File: config.mk
export PLATFORM = sky130hd
export DESIGN_NAME = id_ex_pipe_reg
export DESIGN_NICKNAME = d
export VERILOG_FILES = /design/src/rtl/id_ex_pipe_reg.sv
export SDC_FILE = /design/constraint.sdc
export NUM_CORES = 1
export LEC_CHECK = 0
export CAP_MARGIN = 20
export CORE_MARGIN = 2
export CORE_UTILIZATION = 37
export DETAILED_ROUTE_END_ITERATION = 8
export MAX_ROUTING_LAYER = met4
export PLACE_DENSITY = 0.77
export SLEW_MARGIN = 20
export SYNTH_ARGS = -nofsm -noshare
export SYNTH_HDL_FRONTEND = slang
export SYNTH_SLANG_ARGS = --single-unit
File: constraint.sdc
create_clock -name clk -period 2 [get_ports clk]
set_clock_uncertainty 0.1 [all_clocks]
set_input_delay 0.2 -clock clk [delete_from_list [all_inputs] [get_ports clk]]
set_output_delay 0.2 -clock clk [all_outputs]
set_load 0.05 [all_outputs]
File: src/rtl/id_ex_pipe_reg.sv
// id_ex_pipe_reg -- ID/EX pipeline register with load-use hazard detection.
//
// Captures the decoded instruction (PC, operands, immediate, register
// indices, funct3 and control fields) on each rising clk edge and presents
// it to the execute stage.
//
// Ports:
//   clk, rst_n          clock, asynchronous active-low reset
//   valid_i             decode stage holds a real instruction
//   pc_i, rs1_data_i, rs2_data_i, imm_i     XLEN datapath fields
//   rs1_addr_i, rs2_addr_i, rd_addr_i       5-bit register indices
//   use_rs1_i, use_rs2_i                    instruction reads rs1 / rs2
//   funct3_i                                 branch compare / load-store size
//   pc_sel_i, op1sel_i, op2sel_i, wb_sel_i, pc4_sel_i, mem_wr_i, cpr_en_i,
//   rf_en_i, alu_fun_i                       control decoder outputs
//   stall_i             downstream cannot accept, hold this stage
//   flush_i             EX redirect, kill the incoming instruction
//   *_o                 registered copies of every field above
//   stall_o             combinational load-use request to hold PC and IF/ID
//
// Edge priority: flush_i > stall_i > load-use bubble > normal load.
// A bubble clears valid and every side-effecting control field; data,
// address, funct3 and operand-select fields keep their previous values.
module id_ex_pipe_reg #(
    parameter int XLEN = 32
) (
    input  logic            clk,
    input  logic            rst_n,
    input  logic            valid_i,
    input  logic [XLEN-1:0] pc_i,
    input  logic [XLEN-1:0] rs1_data_i,
    input  logic [XLEN-1:0] rs2_data_i,
    input  logic [XLEN-1:0] imm_i,
    input  logic [4:0]      rs1_addr_i,
    input  logic [4:0]      rs2_addr_i,
    input  logic [4:0]      rd_addr_i,
    input  logic            use_rs1_i,
    input  logic            use_rs2_i,
    input  logic [2:0]      funct3_i,
    input  logic [1:0]      pc_sel_i,
    input  logic            op1sel_i,
    input  logic [1:0]      op2sel_i,
    input  logic [1:0]      wb_sel_i,
    input  logic            pc4_sel_i,
    input  logic            mem_wr_i,
    input  logic            cpr_en_i,
    input  logic            rf_en_i,
    input  logic [5:0]      alu_fun_i,
    input  logic            stall_i,
    input  logic            flush_i,
    output logic            valid_o,
    output logic [XLEN-1:0] pc_o,
    output logic [XLEN-1:0] rs1_data_o,
    output logic [XLEN-1:0] rs2_data_o,
    output logic [XLEN-1:0] imm_o,
    output logic [4:0]      rs1_addr_o,
    output logic [4:0]      rs2_addr_o,
    output logic [4:0]      rd_addr_o,
    output logic [2:0]      funct3_o,
    output logic [1:0]      pc_sel_o,
    output logic            op1sel_o,
    output logic [1:0]      op2sel_o,
    output logic [1:0]      wb_sel_o,
    output logic            pc4_sel_o,
    output logic            mem_wr_o,
    output logic            cpr_en_o,
    output logic            rf_en_o,
    output logic [5:0]      alu_fun_o,
    output logic            stall_o
);

    // Datapath and address registers (hold across bubbles).
    logic [XLEN-1:0] pc_q, pc_d, rs1_data_q, rs1_data_d, rs2_data_q, rs2_data_d, imm_q, imm_d;
    logic [4:0]      rs1_addr_q, rs1_addr_d, rs2_addr_q, rs2_addr_d, rd_addr_q, rd_addr_d;
    logic [2:0]      funct3_q, funct3_d;
    logic            op1sel_q, op1sel_d;
    logic [1:0]      op2sel_q, op2sel_d;
    // Side-effecting control registers (cleared by a bubble).
    logic            valid_q, valid_d;
    logic [1:0]      pc_sel_q, pc_sel_d, wb_sel_q, wb_sel_d;
    logic            pc4_sel_q, pc4_sel_d, mem_wr_q, mem_wr_d, cpr_en_q, cpr_en_d, rf_en_q, rf_en_d;
    logic [5:0]      alu_fun_q, alu_fun_d;

    logic load_in_ex_s;
    logic hazard_s;
    logic load_s;
    logic bubble_s;

    // A load sits in EX when it writes the register file from memory (wb_sel 00)
    // to a real destination; x0 is never a hazard.
    assign load_in_ex_s = valid_q & rf_en_q & (wb_sel_q == 2'b00) & (rd_addr_q != 5'd0);
    assign hazard_s     = load_in_ex_s & valid_i & ~flush_i &
                          ((use_rs1_i & (rs1_addr_i == rd_addr_q)) |
                           (use_rs2_i & (rs2_addr_i == rd_addr_q)));
    // Gate with rst_n so the request is quiet while reset is held.
    assign stall_o      = hazard_s & rst_n;

    // Select this edge's action: bubble, hold or load.
    always_comb begin
        if (flush_i) begin
            bubble_s = 1'b1;
            load_s   = 1'b0;
        end else if (stall_i) begin
            bubble_s = 1'b0;
            load_s   = 1'b0;
        end else if (hazard_s || !valid_i) begin
            bubble_s = 1'b1;
            load_s   = 1'b0;
        end else begin
            bubble_s = 1'b0;
            load_s   = 1'b1;
        end
    end

    // Next-state for datapath/address fields: load or hold.
    always_comb begin
        if (load_s) begin
            pc_d       = pc_i;
            rs1_data_d = rs1_data_i;
            rs2_data_d = rs2_data_i;
            imm_d      = imm_i;
            rs1_addr_d = rs1_addr_i;
            rs2_addr_d = rs2_addr_i;
            rd_addr_d  = rd_addr_i;
            funct3_d   = funct3_i;
            op1sel_d   = op1sel_i;
            op2sel_d   = op2sel_i;
        end else begin
            pc_d       = pc_q;
            rs1_data_d = rs1_data_q;
            rs2_data_d = rs2_data_q;
            imm_d      = imm_q;
            rs1_addr_d = rs1_addr_q;
            rs2_addr_d = rs2_addr_q;
            rd_addr_d  = rd_addr_q;
            funct3_d   = funct3_q;
            op1sel_d   = op1sel_q;
            op2sel_d   = op2sel_q;
        end
    end

    // Next-state for control fields: load, clear on bubble, or hold.
    always_comb begin
        if (load_s) begin
            valid_d   = 1'b1;
            pc_sel_d  = pc_sel_i;
            wb_sel_d  = wb_sel_i;
            pc4_sel_d = pc4_sel_i;
            mem_wr_d  = mem_wr_i;
            cpr_en_d  = cpr_en_i;
            rf_en_d   = rf_en_i;
            alu_fun_d = alu_fun_i;
        end else if (bubble_s) begin
            valid_d   = 1'b0;
            pc_sel_d  = 2'b00;
            wb_sel_d  = 2'b00;
            pc4_sel_d = 1'b0;
            mem_wr_d  = 1'b0;
            cpr_en_d  = 1'b0;
            rf_en_d   = 1'b0;
            alu_fun_d = 6'd0;
        end else begin
            valid_d   = valid_q;
            pc_sel_d  = pc_sel_q;
            wb_sel_d  = wb_sel_q;
            pc4_sel_d = pc4_sel_q;
            mem_wr_d  = mem_wr_q;
            cpr_en_d  = cpr_en_q;
            rf_en_d   = rf_en_q;
            alu_fun_d = alu_fun_q;
        end
    end

    // Pipeline state register with asynchronous clear.
    always_ff @(posedge clk or negedge rst_n) begin
        if (!rst_n) begin
            pc_q       <= '0;
            rs1_data_q <= '0;
            rs2_data_q <= '0;
            imm_q      <= '0;
            rs1_addr_q <= 5'd0;
            rs2_addr_q <= 5'd0;
            rd_addr_q  <= 5'd0;
            funct3_q   <= 3'd0;
            op1sel_q   <= 1'b0;
            op2sel_q   <= 2'b00;
            valid_q    <= 1'b0;
            pc_sel_q   <= 2'b00;
            wb_sel_q   <= 2'b00;
            pc4_sel_q  <= 1'b0;
            mem_wr_q   <= 1'b0;
            cpr_en_q   <= 1'b0;
            rf_en_q    <= 1'b0;
            alu_fun_q  <= 6'd0;
        end else begin
            pc_q       <= pc_d;
            rs1_data_q <= rs1_data_d;
            rs2_data_q <= rs2_data_d;
            imm_q      <= imm_d;
            rs1_addr_q <= rs1_addr_d;
            rs2_addr_q <= rs2_addr_d;
            rd_addr_q  <= rd_addr_d;
            funct3_q   <= funct3_d;
            op1sel_q   <= op1sel_d;
            op2sel_q   <= op2sel_d;
            valid_q    <= valid_d;
            pc_sel_q   <= pc_sel_d;
            wb_sel_q   <= wb_sel_d;
            pc4_sel_q  <= pc4_sel_d;
            mem_wr_q   <= mem_wr_d;
            cpr_en_q   <= cpr_en_d;
            rf_en_q    <= rf_en_d;
            alu_fun_q  <= alu_fun_d;
        end
    end

    assign valid_o    = valid_q;
    assign pc_o       = pc_q;
    assign rs1_data_o = rs1_data_q;
    assign rs2_data_o = rs2_data_q;
    assign imm_o      = imm_q;
    assign rs1_addr_o = rs1_addr_q;
    assign rs2_addr_o = rs2_addr_q;
    assign rd_addr_o  = rd_addr_q;
    assign funct3_o   = funct3_q;
    assign pc_sel_o   = pc_sel_q;
    assign op1sel_o   = op1sel_q;
    assign op2sel_o   = op2sel_q;
    assign wb_sel_o   = wb_sel_q;
    assign pc4_sel_o  = pc4_sel_q;
    assign mem_wr_o   = mem_wr_q;
    assign cpr_en_o   = cpr_en_q;
    assign rf_en_o    = rf_en_q;
    assign alu_fun_o  = alu_fun_q;

endmodule

Word level (Yosys, flattened, before mapping)
Index checks and enable logic that the tools add are counted.
Widths: inputs -> output; s select.
- flip-flop bits (word level): 164
- word-level logic and storage cells: 53
- output and inout bits: 165
- muxes and demuxes: 17
- reductions and logical operators: 5
- bitwise gates (word level): 11
- equality and inequality tests: 2
- operator list (operator ; number):
    $mux 1 ; 12
    $mux 6 ; 2
    $eq 5x5->1 ; 2
    $and 1x1->1 ; 9
    $mux 2 ; 3
    $reduce_bool 5->1 ; 1
    $logic_not 2->1 ; 1
    $reduce_bool 2->1 ; 1
    $logic_not 1->1 ; 1
    $logic_or 1x1->1 ; 1
    $not 1->1 ; 1
    $or 1x1->1 ; 1

Depth between registers and ports, before layout
- word-level depth: 12
- depth in mapped cells: 7

Worst setup path before layout
No wires, ideal clock.
- kind: reg2out
- from: reg rd_addr_q[3] (netlist: rd_addr_o[3])
- to: out stall_o
- cell stages (with the launch flop): 5
- required time: 1.700 ns
- arrival time: 2.426 ns
- path slack: -0.726 ns
- cell sequence: dfrtp_1 xor2_1 nor4_2 a32oi_1 nor3b_1
- word-level cells in the longest chain between the ends: 6
- ends and longest elaborated chain (what ; line ; source):
    start: declaration ; 74 ; logic [4:0] rs1_addr_q, rs1_addr_d, rs2_addr_q, rs2_addr_d, rd_addr_q, rd_addr_d;
    start signal: assignment ; 202 ; rd_addr_q <= rd_addr_d;
    $reduce_bool 5->1 ; 91 ; assign load_in_ex_s = valid_q & rf_en_q & (wb_sel_q == 2'b00) & (rd_addr_q != 5'd0);
    $and 1x1->1 ; 91 ;
    $and 1x1->1 (2 in a row) ; 92 ; assign hazard_s = load_in_ex_s & valid_i & ~flush_i &
    $and 1x1->1 (*) ; 92 ;
    $and 1x1->1 (*) ; 96 ; assign stall_o = hazard_s & rst_n;
    end: declaration ; 69 ; output logic stall_o
Mark *: on every way between the ends. The rest lies on a longest branch, timed or not.

Worst setup path in the final report
- from: reg rd_addr_q[4] (netlist: rd_addr_o[4])
- to: reg imm_q[29] (netlist: imm_o[29])
- word-level cells in the longest chain between the ends: 9
- ends and longest elaborated chain (what ; line ; source):
    $reduce_bool 5->1 ; 91 ;
    $and 1x1->1 ; 91 ;
    $and 1x1->1 (2 in a row) ; 92 ;
    $and 1x1->1 (*) ; 92 ;
    $logic_or 1x1->1 (*) ; 106 ; end else if (hazard_s || !valid_i) begin
    $mux 1 (*) ; 106 ;
    $mux 1 (*) ; 103 ; end else if (stall_i) begin
    $mux 1 (*) ; 100 ; if (flush_i) begin
    end signal: assignment ; 199 ; imm_q <= imm_d;
    end: declaration ; 73 ; logic [XLEN-1:0] pc_q, pc_d, rs1_data_q, rs1_data_d, rs2_data_q, rs2_data_d, imm_q, imm_d;
Marks and branches as above.
A chain may end at the register's enable or synchronous reset.

==> impl_metrics.py <==
metrics = {
    "global_route": {
        "grt_max_degree": 100,
        "grt_util_all_layers": 0.197,
        "grt_pass1_vias": 5078,
        "grt_pass1_wl_um": 29100,
        "grt_overflow_total": 0,
        "antenna_found_initial": 0,
    },
    "die": {
        "die-width_um": 141,
        "chipHeight_um": 141,
        "fp.coreArea_um2": 18600,
        "num_rows": 50,
        "initial_core_util": 0.374,
        "ios": 335,
        "dieArea_um2": 19900,
    },
    "finish": {
        "fin_nets": 928,
        "antennaDiodeCount": 0,
        "drive_gt1_frac": 0.322,
        "final_cells": 1004,
        "synthToLayoutAreaGrowth_pct": 71.0,
        "fin_util": 0.639,
    },
    "flow_run": {
        "cap_violations": 0,
    },
    "timing": {
        "tightest_slew_ns": 1.07,
        "slew_headroom": 0.284,
        "rsz0062_at_grt": "true",
        "finalCritPeriodShare": 1.15,
        "fin_setup_tns_ns": -43.51,
        "fmaxAchievable_mhz": 434,
        "setup_violations": 165,
        "setup_slack_ns": -0.306,
        "drv_slew": 0,
        "whs_ns": 0.200,
        "min_period_ns": 2.31,
        "final-hold-violation-count": 0,
    },
    "power_and_ir_drop": {
        "ir_worst_vdd_mv": 0.580,
        "powerDensity_nw_per_um2": 1060,
        "p_leak_uw": 0.00520,
    },
    "clock_tree": {
        "clkTransAtPathRegs_ns": 0.06,
        "root_buffer": "clkbuf_16",
        "cts_tree": "yes",
        "h-tree-depth": 4,
        "clkLatencyLatePin_ns": 0.41,
        "cts_sinks": 164,
        "clockBufferDepth": 2,
        "cts_buffers": 17,
    },
    "placed_design": {
        "routabilityCongestion": 0.825,
        "dpl.hpwl_um": 13400,
        "port_buffers": 334,
        "dp_cells": 948,
    },
    "drt": {
        "via_count": 4692,
        "dr.first_iter.drc_count": 148,
        "viasPerCell": 4.67,
        "wirelength_um": 20100,
        "drtAntennaViolNets": 0,
        "drt-pass1-iter-count": 4,
        "avgRoutedWirePerCell_um": 20.1,
        "drc_errors": 0,
    },
    "yosys": {
        "ys_seq_area_frac": 0.591,
        "syn_area_um2": 6950,
        "yosys_warnings": 0,
        "synth_seq_cells": 164,
        "async_flop_share": 1.00,
        "synth_edf_count": 0,
        "syn-num-nets": 540,
        "synthCells": 370,
        "synth_area_per_cell_um2": 18.8,
        "synthFlopType": "dfrtp_1",
        "ys_types": 24,
    },
    "outcome": {
        "status": "finished, violations left",
        "failed_checks": "setup timing",
    },
    "critical_path": {
        "ff2ff_path_depth": 6,
        "startpoint_type": "register",
        "criticalPathCategory": "reg -> reg",
        "cp_data_required_time_ns": 2.20,
        "worst-path-max-fanout": 7,
        "end_kind": "register",
        "worstPathArrival_ns": 2.51,
    },
    "min_path": {
        "holdCritPathClass": "in -> async",
    },
}
## layer usage
| metal | up-vias | share of wire | global-route usage |
|---|---|---|---|
| li1 | 2093 | - | - |
| met1 | 2329 | 0.42 | 0.250 |
| met2 | 228 | 0.49 | 0.309 |
| met3 | 42 | 0.061 | 0.0499 |
| met4 | 0 | 0.025 | 0.0689 |
| met5 | - | 0 | - |
## path summary, 6_finish.rpt
| path | start | end | slack [ns] |
|---|---|---|---|
| worst min-delay path | rst_n | pc_o[26] | 0.20 |
| min in group clk | pc_i[9] | pc_o[9] | 0.30 |
| max in group asynchronous | rst_n | imm_o[18] | 0.78 |
| worst max register to register | rd_addr_o[4] | imm_o[29] | -0.31 |
| worst min register to register | pc_o[6] | pc_o[6] | 0.41 |
| worst max-delay path | rd_addr_o[4] | imm_o[29] | -0.31 |
## Yosys cell counts, types with 2 or more instances
library cell  number  area share
buf_12            11       0.032
buf_6              2      0.0032
buf_8              4      0.0086
xor2_1             8       0.010
a22o_1            14       0.018
xnor2_1            2      0.0025
mux2_2             4      0.0065
mux2_4           145        0.31
dfrtp_1          164        0.59
nor4_1             2      0.0018
## sequential cells by signal, summed over array words and instances (netlist names)
register	count
rs1_data_o	32
imm_o	32
rs2_data_o	32
alu_fun_o	6
cpr_en_o	1
wb_sel_o	2
pc_sel_o	2
rd_addr_o	5
valid_o	1
op2sel_o	2
pc_o	32
rs1_addr_o	5
pc4_sel_o	1
funct3_o	3
rf_en_o	1
op1sel_o	1
rs2_addr_o	5
mem_wr_o	1
## metrics by stage
stage | cell area (um2) | power [uW] | worst slack [ns]
floorplan | 6960 | 7370 | -0.239
global placement | 10600 | 9170 | -0.512
detailed placement | 10600 | 9230 | -0.600
CTS | 11500 | 12600 | -0.279
global route | 11900 | 13100 | -0.364
finish | 11900 | 12600 | -0.306
## cell usage in the layout (no fill, tap or decap), types with 2 or more instances in the layout
cell / count
clkinvlp_4: 2
buf_4: 17
dlygate4sd2_1: 8
buf_8: 4
dfrtp_1: 159
clkbuf_8: 3
mux2_4: 149
buf_16: 8
buf_12: 12
inv_6: 2
xnor2_1: 2
buf_6: 3
bufinv_16: 2
clkdlybuf4s50_1: 323
nor4_2: 2
xor2_1: 8
a22o_1: 14
clkinv_2: 3
clkinv_4: 2
clkbuf_16: 28
dfrtp_2: 5
## power by group
group | switching, uW | internal (uW)
clock network | 1340 | 1940
registers | 380 | 3910
logic | 2860 | 2190
## layout make-up
class / count / area, um2
tap: 234 / 293
fill: 1308 / 6700
clock buffer: 20 / 467
multi-input combinational: 187 / 2600
clock inverter: 11 / 125
timing repair buffer: 388 / 4280
sequential: 164 / 4110
## repair_timing
action,CTS,global route
gates resized for setup,44,13
endpoints found under the hold margin,99,0
gates cloned,5,12
setup endpoints to repair,173,166
hold buffers,1,0
buffers inserted,6,2
pin swaps,18,2
## critical path: stages (launching register included)
cell and delay (ns):
dfrtp_2 0.44, or4_4 0.55, o21ai_4 0.16, o21a_4 0.27, buf_12 0.18, clkbuf_16 0.18
mux2_4 0.30
## cells by family (layout without fill, tap and decap cells)
group	after synthesis	after routing	share of synthesized area
XOR/XNOR	10	10	0.0126
AO/OA/AOI/OAI	18	18	0.0220
AND/OR/NAND/NOR	10	10	0.00955
buffers and inverters	19	419	0.0452
flip-flops	164	164	0.591
multiplexers	149	149	0.320
Note: power is estimated with default switching activity, not from simulation.
